`src/rtl/alu_seq_pkg.sv`:
```
// Shared types for alu_sequencer: request op codes, ALU control codes, FSM states.
package alu_seq_pkg;

  typedef enum logic [3:0] {
    OP_AND = 4'd0,
    OP_ORR = 4'd1,
    OP_ADD = 4'd2,
    OP_SUB = 4'd3,
    OP_MOV = 4'd4,
    OP_CBZ = 4'd5,
    OP_MUL = 4'd6
  } alu_op_e;

  localparam logic [3:0] ALU_AND   = 4'b0000;
  localparam logic [3:0] ALU_ORR   = 4'b0001;
  localparam logic [3:0] ALU_ADD   = 4'b0010;
  localparam logic [3:0] ALU_SUB   = 4'b0110;
  localparam logic [3:0] ALU_PASSB = 4'b0111;

  typedef enum logic [1:0] {
    S_IDLE,
    S_EXEC,
    S_MUL,
    S_RESP
  } state_e;

  function automatic logic op_is_alu(input logic [3:0] op);
    return op <= OP_CBZ;
  endfunction

  function automatic logic [3:0] op_to_ctrl(input logic [3:0] op);
    logic [3:0] ctrl;
    case (op)
      OP_AND:         ctrl = ALU_AND;
      OP_ORR:         ctrl = ALU_ORR;
      OP_ADD:         ctrl = ALU_ADD;
      OP_SUB:         ctrl = ALU_SUB;
      OP_MOV, OP_CBZ: ctrl = ALU_PASSB;
      default:        ctrl = ALU_AND;
    endcase
    return ctrl;
  endfunction

endpackage

```
`src/rtl/alu_sequencer.sv`:
```
// Request front end for the 64-bit ALU: one-op-at-a-time, result one edge after accept, held until rsp_ready.
// Define ALU_SEQ_MUL_EN for an iterative shift-add multiply reusing the ALU adder (up to 65 edges).
module alu_sequencer
  import alu_seq_pkg::*;
#(
  parameter int N    = 4,
  parameter int TAGW = 4
) (
  input  logic            clk,
  input  logic            reset,
  input  logic            req_valid,
  output logic            req_ready,
  input  logic [3:0]      req_op,
  input  logic [63:0]     req_a,
  input  logic [63:0]     req_b,
  input  logic [TAGW-1:0] req_tag,
  output logic [63:0]     alu_a,
  output logic [63:0]     alu_b,
  output logic [N-1:0]    alu_ctrl,
  input  logic [63:0]     alu_result,
  input  logic            alu_zero,
  output logic            rsp_valid,
  input  logic            rsp_ready,
  output logic [63:0]     rsp_result,
  output logic            rsp_zero,
  output logic [TAGW-1:0] rsp_tag,
  output logic            rsp_err
);

  state_e state;

`ifdef ALU_SEQ_MUL_EN
  logic [63:0] acc, mcand, mplier;
  logic [63:0] acc_nxt, mcand_nxt;

  // The ALU sees alu_a=acc, alu_b=mcand, ADD, so alu_result is acc+mcand this cycle.
  always_comb begin
    acc_nxt   = mplier[0] ? alu_result : acc;
    mcand_nxt = mcand << 1;
  end
`endif

  always_ff @(posedge clk or negedge reset) begin
    if (!reset) begin
      state      <= S_IDLE;
      req_ready  <= 1'b1;
      rsp_valid  <= 1'b0;
      rsp_result <= '0;
      rsp_zero   <= 1'b0;
      rsp_tag    <= '0;
      rsp_err    <= 1'b0;
      alu_a      <= '0;
      alu_b      <= '0;
      alu_ctrl   <= '0;
`ifdef ALU_SEQ_MUL_EN
      acc        <= '0;
      mcand      <= '0;
      mplier     <= '0;
`endif
    end else begin
      case (state)
        S_IDLE: if (req_valid) begin
          rsp_tag   <= req_tag;
          rsp_err   <= 1'b0;
          req_ready <= 1'b0;
          if (op_is_alu(req_op)) begin
            alu_a    <= req_a;
            alu_b    <= req_b;
            alu_ctrl <= N'(op_to_ctrl(req_op));
            state    <= S_EXEC;
          end
`ifdef ALU_SEQ_MUL_EN
          else if (req_op == OP_MUL) begin
            acc      <= '0;
            mcand    <= req_a;
            mplier   <= req_b;
            alu_a    <= '0;
            alu_b    <= req_a;
            alu_ctrl <= N'(ALU_ADD);
            state    <= S_MUL;
          end
`endif
          else begin
            rsp_err    <= 1'b1;
            rsp_result <= '0;
            rsp_zero   <= 1'b0;
            rsp_valid  <= 1'b1;
            state      <= S_RESP;
          end
        end
        S_EXEC: begin
          rsp_result <= alu_result;
          rsp_zero   <= alu_zero;
          rsp_valid  <= 1'b1;
          alu_a      <= '0;
          alu_b      <= '0;
          alu_ctrl   <= '0;
          state      <= S_RESP;
        end
`ifdef ALU_SEQ_MUL_EN
        S_MUL: if (mplier == '0) begin
          rsp_result <= acc;
          rsp_zero   <= (acc == '0);
          rsp_valid  <= 1'b1;
          alu_a      <= '0;
          alu_b      <= '0;
          alu_ctrl   <= '0;
          state      <= S_RESP;
        end else begin
          acc    <= acc_nxt;
          mcand  <= mcand_nxt;
          mplier <= mplier >> 1;
          alu_a  <= acc_nxt;
          alu_b  <= mcand_nxt;
        end
`endif
        S_RESP: if (rsp_ready) begin
          rsp_valid <= 1'b0;
          req_ready <= 1'b1;
          state     <= S_IDLE;
        end
        default: begin
          state     <= S_IDLE;
          req_ready <= 1'b1;
          rsp_valid <= 1'b0;
          alu_a     <= '0;
          alu_b     <= '0;
          alu_ctrl  <= '0;
        end
      endcase
    end
  end

endmodule

```
`config.mk`:
```
export PLATFORM = sky130hd
export DESIGN_NAME = alu_sequencer
export DESIGN_NICKNAME = d
export VERILOG_FILES = /design/src/rtl/alu_seq_pkg.sv /design/src/rtl/alu_sequencer.sv
export SDC_FILE = /design/constraint.sdc
export NUM_CORES = 1
export LEC_CHECK = 0
export BUFFER_PORTS_ARGS = -buffer_cell sky130_fd_sc_hd__buf_2
export CAP_MARGIN = 20
export CORE_AREA = 2 2 160 162
export CTS_CLUSTER_SIZE = 16
export DETAILED_ROUTE_END_ITERATION = 7
export DIE_AREA = 0 0 162 164
export PLACE_DENSITY = 0.68
export RECOVER_POWER = 100
export SYNTH_ARGS = -nofsm -noshare
export SYNTH_HDL_FRONTEND = slang
export SYNTH_SLANG_ARGS = --single-unit
export TNS_END_PERCENT = 100
```
`constraint.sdc`:
```
create_clock -name clk -period 2.1 [get_ports clk]
set_input_delay 0.105 -clock clk [delete_from_list [all_inputs] [get_ports clk]]
set_output_delay 0.105 -clock clk [all_outputs]
set_load 0.05 [all_outputs]
```
==> run metrics, run 1 <==
CP startpoint kind=flop; actual slew at the worst max-slew pin=1570 ps; layout cells sized above 1=24.0%; status=finished with violations; placed cell count=1187; layout overhead on the synthesized area=62.9%; # setup viols final=0; Die H=164 um; number of global-route vias before repair=7467; Tcrit/Tclk final=92.0%; Yosys Warn Count=0; Slew Viols, Final=59; later-pin clock latency in the skew report=500 ps; Post-synth EDFFs=0; Worst-path clk slew=70 ps; failing checks=max-capacitance violations, max-slew violations; Bufs on Longest Clock Path=3; core area=24800 um^2; Post-DRT Antenna Nets=0; Avg Inst Size Synth=15.4 um^2; top cell type's share of synthesized area=67.1%; crit path DAT=2350 ps; fraction of registers with async set/reset=100%; GRT Util Overall=19.6%; DRT iter0 DRCs=549; gpl congestion=0.784; worst endpoint required time=2520 ps; die area=26600 um^2; total power per unit cell area=1430 nW/um^2; maximum clock rate=518 MHz; Pleak=5.73 nW; top-count cell post-synth=dfrtp_1; CTS H-tree depth=1; global-route wire length before repair=41.4 mm; Worst Setup End Kind=flop; setup TNS=0 ps; cell taking the most area after synthesis=dfrtp_1; met2 wire length=13.3 mm; Final HPWL DP=16.2 mm; total of max-cap violations=1; DRT Pass-1 Iters=5; P_int=9.18 mW; Main synth FF type=dfrtp_1; Placement Rows=58; CP max stage delay=500 ps; CP Max Fanout=68; Post-layout nets=1291; RSZ-0062 raised after global routing=no; fin crit period=1930 ps; Post-Syn Area=7610 um^2; M1 wire length=10.8 mm; utilization after layout=49.9%; vias per inst=5.12; final wirelength=27.6 mm; Max Used Layer=met4; largest net degree at the start of global routing=71; clock skew=12.0 ps; Buffers on Ports=407; most area-consuming cells after synthesis=dfrtp_1 (67%), a32o_1 (17%), a22o_1 (7.5%); sw power=8.53 mW; Initial Util=30.7%; CP max stage cell=dfrtp_1; # IOs=409; Remaining DRCs=0; HP Class=in2reg; library cells used by synthesis=29; Sw Ratio=48.2%; vias post-DR=7330; cell count after synthesis=494; synth cell count leaders=dfrtp_1 (204), a32o_1 (131), a22o_1 (65); Post-Syn Nets=699; worst rel slew slack=-4.49%; Hold Fails Final Rpt=0; sequential area share after synthesis=67.4%; peak supply drop=0.00111 V; hold_ws=48.7 ps; wire per inst=19.3 um; Num CTS Buffers=22; Seq pwr share=32.2%; crit-path cells=nor3b_1 > and2_4 > buf_6 > a32o_1; Clock power frac=21.0%; Logic pwr share=46.7%; number of synthesized register bits=205; clk sink count=205; clock root buffer=clkbuf_16; CTS tree=built; critical path class=reg2reg; fin cells=1433; Die Wd=162 um; GRT Residual Overflow=0; antenna violations before repair=1; met3 WL post-DR=2.28 mm
[state kept, by name, summed over array words and instances (netlist names)]
| signal | count |
|---|---|
| rsp_err | 1 |
| rsp_result | 64 |
| rsp_valid | 1 |
| alu_b | 64 |
| req_ready | 1 |
| state | 2 |
| rsp_zero | 1 |
| alu_ctrl | 3 |
| rsp_tag | 4 |
| alu_a | 64 |
[area by class of cell]
class	count	area, um^2
clock buffer	32	649
timing repair buffer	628	4030
clock inverter	8	46.3
inverter	1	3.75
antenna	1	2.50
sequential	205	5130
multi-input combinational	228	2120
fill	2217	12400
tap	330	413
[kinds of logic after synthesis]
kind of cell | after synthesis | share of synthesized area, %
buffers and inverters | 61 | 5.00
AOI/OAI and AO/OA | 206 | 25.6
DFF | 205 | 67.4
xor gates and xnor gates | 1 | 0.115
muxes | 4 | 0.592
other | 1 | 0.0493
and+or+nand+nor | 16 | 1.20
[power by group through the flow]
stage	Combinational [mW]	Clock (mW)	Sequential (mW)
after floorplan	2.53	0	9.15
after global placement	8.15	0	5.67
after detailed placement	8.23	0	5.66
after CTS	8.52	3.80	5.64
after global routing	8.64	4.00	5.82
final	8.28	3.72	5.71
[layer usage]
metal	up-vias	global-route usage (%)
li1	3204	-
met1	3617	23.6
met2	429	33.1
met3	80	4.80
met4	0	9.45
met5	-	0
[critical path: cells and delay by family, from the launching register on]
family / cells / cell delay (ps)
and+or+nand+nor: 2 / 610
AOI/OAI and AO/OA: 1 / 240
DFF: 1 / 500
buffers and inverters: 1 / 440
[through the flow]
stage	power, mW	cell area, um^2	setup WS [ps]
finish	17.7	12400	168
global route	18.5	12400	47.4
CTS	18.0	12700	237
detailed placement	13.9	9960	444
global placement	13.8	9960	486
floorplan	11.7	7610	611
[worst paths after layout]
| kind | start | endpoint | slack (ps) | cells past startpoint |
|---|---|---|---|---|
| max | state[1] | alu_b[34] | 170 | 4 |
| min | req_op[3] | alu_ctrl[0] | 50 | 3 |
| max reg2reg | state[1] | alu_b[34] | 170 | 4 |
| min reg2reg | rsp_result[57] | rsp_result[57] | 500 | 1 |
| max in group asynchronous | reset | rsp_result[50] | 350 | 3 |
| min in group asynchronous | reset | rsp_result[17] | 540 | 2 |
[repair_timing]
item,in CTS,in global routing
buffers inserted,0,0
gates resized for setup,0,0
endpoints found under the hold margin,406,0
hold buffers,205,0
[cells in the final DEF, fill, tap and decap left out]
| cell | count |
|---|---|
| a31oi_1 | 1 |
| buf_6 | 3 |
| clkbuf_16 | 23 |
| nor2_1 | 5 |
| buf_2 | 204 |
| a32o_1 | 131 |
| clkbuf_8 | 4 |
| clkinvlp_4 | 1 |
| nand3_4 | 1 |
| and2_4 | 1 |
| a21oi_1 | 3 |
| nand2_1 | 3 |
| nor2b_4 | 1 |
| clkbuf_4 | 1 |
| clkbuf_2 | 3 |
| clkinv_4 | 1 |
| nor3b_1 | 1 |
| o21ai_0 | 1 |
| inv_1 | 1 |
| xnor2_2 | 1 |
| a22o_1 | 65 |
| buf_12 | 6 |
| or2_2 | 1 |
| clkbuf_1 | 209 |
| conb_1 | 1 |
| clkinv_2 | 6 |
| dfstp_2 | 1 |
| nand2b_1 | 3 |
| a2111oi_0 | 1 |
| o21ba_2 | 1 |
| diode_2 | 1 |
| buf_4 | 2 |
| mux2_2 | 4 |
| dfrtp_1 | 204 |
| dlygate4sd3_1 | 205 |
| a21o_1 | 2 |
| a211o_1 | 1 |
Power figures use the tool's default switching activity.
==> run 2: changes to the inputs <==
- ABC_AREA: not set -> 1
- CORE_AREA: 2 2 160 162 -> 2 2 157 159
- DIE_AREA: 0 0 162 164 -> 0 0 159 161
- PLACE_DENSITY: 0.68 -> 0.71
- REMOVE_ABC_BUFFERS: not set -> 1
==> run 2 against run 1 <==
The run now ends clean. Combinational power is 6.6% lower. Setup slack improved by 130 ps. Via count up 13%. Register-to-register slack better by 130 ps. First-iteration DRC count up 28%. Sequential share of layout area down 1.2 points. Maximum frequency is 7.0% higher. Die area fell by 3.6%. Power shrank 3.0%. Critical endpoint is now alu_a[62]. Highest routed layer is now met5.
==> run metrics, run 2 <==
ant diodes=0 (was 1); dpl ws=493 ps (was 444 ps); total of max-cap violations=0 (was 1); critical path class=reg2reg (unchanged); RSZ-0062 raised after global routing=no (unchanged); hold path depth=5 (was 3); CP startpoint kind=flop (unchanged); status=complete, no violations (was finished with violations); GRT Util Overall=20.8% (was 19.6%); Pleak=6.91 nW (was 5.73 nW); # setup viols final=0 (unchanged); Avg Inst Size Synth=8.82 um^2 (was 15.4 um^2); Main synth FF type=dfrtp_1 (unchanged); CP dominant cell by count=nand2_1; CTS H-tree depth=1 (unchanged); Post-DRT Antenna Nets=0 (unchanged); maximum clock rate=554 MHz (was 518 MHz); library cells used by synthesis=17 (was 29); Synth Area in Compound Gates=0.160% (was 25.6%); Die H=161 um (was 164 um); CTS tree=built (unchanged); final wirelength=27.3 mm (was 27.6 mm); Worst Setup End Kind=flop (unchanged); number of synthesized register bits=205 (unchanged); actual slew at the worst max-slew pin=1090 ps (was 1570 ps); mux contribution to synthesized area=0% (was 0.592%); gpl congestion=0.838 (was 0.784); CP max stage delay=420 ps (was 500 ps); Yosys Warn Count=0 (unchanged); Tcrit/Tclk final=86.0% (was 92.0%); fraction of registers with async set/reset=100% (unchanged); Worst-path clk slew=60 ps (was 70 ps); reg-to-reg slack, setup=290 ps (was 170 ps); top-count cell post-synth=nand2_1 (was dfrtp_1); global-route wire length before repair=43.4 mm (was 41.4 mm); HP Class=in2reg (unchanged); largest family of logic cells by synthesized area=simple AND/OR/NAND/NOR gates (was compound AO/OA/AOI/OAI gates); total power per unit cell area=1350 nW/um^2 (was 1430 nW/um^2); CP max stage cell=dfrtp_1 (unchanged); Reg2Reg Launch Point=state[1] (unchanged); Initial Util=32.7% (was 30.7%); crit path DAT=2230 ps (was 2350 ps); XOR/XNOR share of the synthesized area=0% (was 0.115%); worst flop-to-flop path endpoint=alu_a[62] (was alu_b[34]); Hold Fails Final Rpt=0 (unchanged); worst setup margin=294 ps (was 168 ps); crit-path cells=nor2_4 > nand3_1 > nor2_1 > buf_12 > nand2_1 > nand2_1 (was nor3b_1 > and2_4 > buf_6 > a32o_1); DRT iter0 DRCs=704 (was 549); Register-to-Register Path Depth=6 (was 4); die area=25600 um^2 (was 26600 um^2); commonest non-fill, non-tap cell in the layout=nand2_1 (was clkbuf_1); later-pin clock latency in the skew report=500 ps (about the same); fill cell total of the finished layout=2133 (was 2217); # IOs=409 (unchanged); number of global-route vias before repair=8631 (was 7467); core area=24000 um^2 (was 24800 um^2); Worst Hold Launch=req_valid (was req_op[3]); vias per inst=4.51 (was 5.12); Buffers on Ports=407 (unchanged); Final HPWL DP=16.5 mm (was 16.2 mm); CP Max Fanout=96 (was 68); layout cells sized above 1=16.9% (was 24.0%); Bufs on Longest Clock Path=3 (unchanged); Slew Viols, Final=0 (was 59); Worst Hold Path EP=state[0] (was alu_ctrl[0]); placed cell count=1590 (was 1187); Post-layout nets=1706 (was 1291); Num CTS Buffers=23 (was 22); sequential area share after synthesis=65.5% (was 67.4%); Top Registers=alu_a x64, alu_b x64, rsp_result x64 (unchanged); clock root buffer=clkbuf_16 (unchanged); most area-consuming cells after synthesis=dfrtp_1 (65%), nand2_1 (29%), buf_4 (2.3%) (was dfrtp_1 (67%), a32o_1 (17%), a22o_1 (7.5%)); simple-gate share of the synthesized area=30.5% (was 1.20%); Placement Rows=57 (was 58); Post-synth EDFFs=0 (unchanged); fin crit period=1810 ps (was 1930 ps); Adder-Cell Fraction of Synth Area=0% (unchanged); Die Wd=159 um (was 162 um); utilization after layout=53.3% (was 49.9%); Post-Syn Area=7840 um^2 (was 7610 um^2); dominant delay contributor by cell family on the critical path=simple AND/OR/NAND/NOR gates (unchanged); GRT Residual Overflow=0 (unchanged); antenna violations before repair=1 (unchanged); clock skew=11.6 ps (was 12.0 ps); synth cell count leaders=nand2_1 (613), dfrtp_1 (204), buf_4 (24) (was dfrtp_1 (204), a32o_1 (131), a22o_1 (65)); wire per inst=14.8 um (was 19.3 um); peak supply drop=0.00110 V (was 0.00111 V); fin cells=1840 (was 1433); largest net degree at the start of global routing=97 (was 71); worst endpoint required time=2530 ps (was 2520 ps); top cell type's share of synthesized area=65.1% (was 67.1%); vias post-DR=8307 (was 7330); layout overhead on the synthesized area=62.9% (about the same); Remaining DRCs=0 (unchanged); cell count after synthesis=888 (was 494); DRT Pass-1 Iters=5 (unchanged); most frequent cells in the layout=nand2_1 (613), clkbuf_1 (211), dlygate4sd3_1 (210) (was clkbuf_1 (209), dlygate4sd3_1 (205), dfrtp_1 (204), buf_2 (204), a32o_1 (131)); critical path buffer and inverter count=1 (unchanged); worst rel slew slack=27.2% (was -4.49%); number of gates resized after cts=0 (unchanged); cell taking the most area after synthesis=dfrtp_1 (unchanged); clk sink count=205 (unchanged)
## run 2: changes by cell type in the layout (fill, tap and decap cells not counted), sizes merged, moves of 4 or more
cell,previous run,this run
a32o,131,0
clkinv,7,3
inv,1,9
clkbuf,240,246
nand2,3,614
dlygate4sd3,205,210
a22o,65,0
nand3,1,7
mux2,4,0
buf,215,209
## run 2: final cells by class
cell class                 instances  area (um^2)  share of cell area, %
sequential                       205         5130                   40.2
timing repair buffer             631         4050                   31.7
multi-input combinational        632         2410                   18.9
clock buffer                      34          667                   5.23
tap                              324          405                   3.18
clock inverter                     6         67.6                  0.529
inverter                           8         30.0                  0.235
## run 2: cell families (layout without fill, tap and decap cells)
logic type / after synthesis / after routing
compound gates: 2 / 2
buf+inv: 51 / 679
flops: 205 / 205
other cells: 1 / 1
simple gates: 629 / 629
## run 2: timing repair
item,4_1_cts,5_1_grt
setup buffers,0,0
endpoints found under the hold margin,271,0
hold buffers,210,0
## run 2: through the flow
step / area, um^2 / hold WS [ps] / TNS (ps) / power, mW
2_1_floorplan: 7570 / -191 / -165660 / 10.2
3_3_place_gp: 10200 / 135 / 0 / 13.1
3_5_place_dp: 10200 / 139 / 0 / 13.2
4_1_cts: 13100 / 38.4 / 0 / 17.5
5_1_grt: 12800 / 55.1 / 0 / 18.1
6_report: 12800 / 44.0 / 0 / 17.2
## run 2: worst max path at each step
stage / startpoint / to / slack (ps) / depth (start not counted)
after CTS: state[1] / rsp_tag[2] / 420 / 6
after global placement: state[1] / alu_b[41] / 550 / 6
after detailed placement: state[1] / alu_b[41] / 490 / 6
after floorplan: state[1] / alu_a[0] / -1240 / 5
after global routing: state[1] / alu_a[35] / 180 / 6
final: state[1] / alu_a[62] / 290 / 6
## run 2: tightest hold or removal path, stage by stage
cell and delay (ps):
buf_2 80, inv_1 60, nand2_2 130, nand2_1 70, nand2_1 50
## run 2: per-layer routing
metal / global-route usage [%] / part of all wire (%)
met5: 0 / 0.033
met4: 9.46 / 4.5
met3: 4.80 / 8.1
met2: 37.4 / 49
met1: 23.5 / 38
## run 2: report_power, final
group	leakage [nW]	switching (mW)	internal, mW
clock network	0.359	1.56	2.32
logic	3.80	6.11	1.62
registers	2.75	0.614	4.97
total	6.91	8.28	8.90
==> run 3: changes to the inputs <==
- CAP_MARGIN: 20 -> 10
- CTS_BUF_LIST: not set -> sky130_fd_sc_hd__clkbuf_2
==> run 3 against run 2 <==
The run now fails in clock tree synthesis (4_1_cts). Synthesized area stayed put. Synthesized cell count stayed put.
==> run metrics, run 3 <==
placed cell area=10200 um^2 (unchanged); top cell type's share of synthesized area=65.1% (unchanged); Placement Rows=57 (unchanged); Post-Syn Area=7840 um^2 (unchanged); Initial Util=32.7% (unchanged); mux contribution to synthesized area=0% (unchanged); number of synthesized register bits=205 (unchanged); Main synth FF type=dfrtp_1 (unchanged); library cells used by synthesis=17 (unchanged); XOR/XNOR share of the synthesized area=0% (unchanged); # IOs=409 (unchanged); cell taking the most area after synthesis=dfrtp_1 (unchanged); CTS Hold Bufs=337 (was 210); Yosys Warn Count=0 (unchanged); Exit stage=clock tree synthesis (4_1_cts); status=aborted with a tool error (was complete, no violations); sequential area share after synthesis=65.5% (unchanged); postcts setup bufs=0 (unchanged); clock root buffer=clkbuf_2 (was clkbuf_16); gpl congestion=0.838 (unchanged); Adder-Cell Fraction of Synth Area=0% (unchanged); clk sink count=205 (unchanged); placed cell count=1590 (unchanged); first error=[ERROR RSZ-0060] Max buffer count reached.; most area-consuming cells after synthesis=dfrtp_1 (65%), nand2_1 (29%), buf_4 (2.3%) (unchanged); cell count after synthesis=888 (unchanged); Die H=161 um (unchanged); Die Wd=159 um (unchanged); synth cell count leaders=nand2_1 (613), dfrtp_1 (204), buf_4 (24) (unchanged); top-count cell post-synth=nand2_1 (unchanged); Post-synth EDFFs=0 (unchanged); simple-gate share of the synthesized area=30.5% (unchanged); number of gates resized after cts=0 (unchanged); Bufs on Longest Clock Path=3 (unchanged); Avg Inst Size Synth=8.82 um^2 (unchanged); Final HPWL DP=16.5 mm (unchanged); Synth Area in Compound Gates=0.160% (unchanged); fraction of registers with async set/reset=100% (unchanged); Num CTS Buffers=53 (was 23); Buffers on Ports=407 (unchanged); CTS H-tree depth=2 (was 1); largest family of logic cells by synthesized area=simple AND/OR/NAND/NOR gates (unchanged)
-- run 3: through the flow --
step	setup TNS (ps)	util [%]	setup slack [ps]	hold WS, ps
floorplan	-165660	-	-1240	-191
global placement	0	42.8	545	135
detailed placement	0	42.8	493	139
-- run 3: cell families after synthesis --
family,Yosys count
AND/OR/NAND/NOR,629
flip-flops,205
buffers and inverters,51
AO/OA/AOI/OAI,2
other,1
==> run 4: changes to the inputs <==
- CORE_AREA: 2 2 157 159 -> not set
- CORE_UTILIZATION: not set -> 27
- CTS_BUF_LIST: sky130_fd_sc_hd__clkbuf_2 -> not set
- CTS_CLUSTER_SIZE: 16 -> not set
- DIE_AREA: 0 0 159 161 -> not set
- PLACE_DENSITY: 0.71 -> not set
- PLACE_DENSITY_LB_ADDON: not set -> 0.15
==> run 4 against run 3 <==
The flow now finishes without violations.
==> run metrics, run 4 (synthesis results as in run 2) <==
status=complete, no violations (was aborted with a tool error); Placement Rows=62 (was 57); worst rel slew slack=5.92%; utilization after layout=45.2%; maximum clock rate=552 MHz; core area=28600 um^2; clock root buffer=clkbuf_16 (was clkbuf_2); worst endpoint required time=2550 ps; Die Wd=172 um (was 159 um); Initial Util=27.4% (was 32.7%); CTS H-tree depth=1 (was 2); later-pin clock latency in the skew report=520 ps; clock skew=11.5 ps; Final Power=17.4 mW; Hold Fails Final Rpt=0; wire per inst=13.6 um; commonest non-fill, non-tap cell in the layout=nand2_1; most frequent cells in the layout=nand2_1 (613), clkbuf_1 (211), dlygate4sd3_1 (210); die area=29700 um^2; clk sink count=205 (unchanged); total of max-cap violations=0; antenna violations before repair=0; Bufs on Longest Clock Path=3 (unchanged); vias post-DR=7773; DRT Pass-1 Iters=4; gpl congestion=0.710 (was 0.838); Worst-path clk slew=60 ps; Top Registers=alu_a x64, alu_b x64, rsp_result x64; vias per inst=4.08; Pleak=6.96 nW; crit path DAT=2260 ps; # setup viols final=0; GRT Residual Overflow=0; global-route wire length before repair=38.5 mm; Die H=172 um (was 161 um); Post-DRT Antenna Nets=0; postcts setup bufs=0 (unchanged); Remaining DRCs=0; placed cell count=1649 (was 1590); GRT Util Overall=16.4%; number of global-route vias before repair=7534; final wirelength=25.9 mm; worst setup margin=287 ps; setup TNS=0 ps; ant diodes=0; actual slew at the worst max-slew pin=1410 ps; dpl ws=480 ps (was 493 ps); layout overhead on the synthesized area=65.2%; critical path class=reg2reg; CTS tree=built; # IOs=409 (unchanged); CP Max Fanout=107; DRT iter0 DRCs=416; number of gates resized after cts=0 (unchanged); Worst Setup End Kind=flop; Final HPWL DP=16.7 mm (was 16.5 mm); CP startpoint kind=flop; Post-layout nets=1708; largest net degree at the start of global routing=108; peak supply drop=0.000775 V; fin crit period=1810 ps; Slew Viols, Final=0; RSZ-0062 raised after global routing=no; fin cells=1905; layout cells sized above 1=17.1%; HP Class=in2reg; Num CTS Buffers=26 (was 53); Tcrit/Tclk final=86.3%; Buffers on Ports=407 (unchanged); total power per unit cell area=1350 nW/um^2
[run 4: power by group]
group | internal [mW] | switching [mW] | total [mW]
logic | 1.64 | 6.07 | 7.70
registers | 4.97 | 0.559 | 5.53
clock network | 2.55 | 1.66 | 4.21
[run 4: per-layer routing]
layer	wire length [um]	GRT usage [%]
met1	11100	19.5
met4	395	4.35
met2	12300	28.6
met3	2180	4.83
met5	0	0
[run 4: critical path: stages (launching register included)]
cell     delay, ps
dfrtp_1        420
nor2_4         180
nand3_1        140
nor2_1         240
buf_12         380
nand2_1        130
nand2_1        100
[run 4: path summary, 6_finish.rpt]
path                              from              to  slack [ps]  depth (start not counted)
max reg2reg                   state[1]       alu_b[12]         290                          6
min in group asynchronous        reset  rsp_result[33]         450                          2
min                          req_valid        state[0]         0.9                          5
max in group asynchronous        reset       alu_b[63]         490                          3
min reg2reg                alu_ctrl[1]     alu_ctrl[1]         460                          2
max                           state[1]       alu_b[12]         290                          6
[run 4: final cells by class]
cell class              count  area [um^2]
fillers                  2902        15700
flip-flops and latches    205         5130
repair buffers            630         4080
multi-input cells         632         2410
clock buffers              41          788
well taps                 384          480
inverters                   8         30.0
clock inverters             5         27.5
[run 4: per-stage QoR]
stage,hold WS [ps],cell area (um^2)
after floorplan,-191,7570
after global placement,101,10300
after detailed placement,99.4,10300
after CTS,13.0,13200
after global routing,37.5,12900
final,0.854,12900
[run 4: repair_timing]
action	4_1_cts	5_1_grt
hold buffers	210	0
endpoints found under the hold margin	406	0
endpoints found under the setup margin	0	0
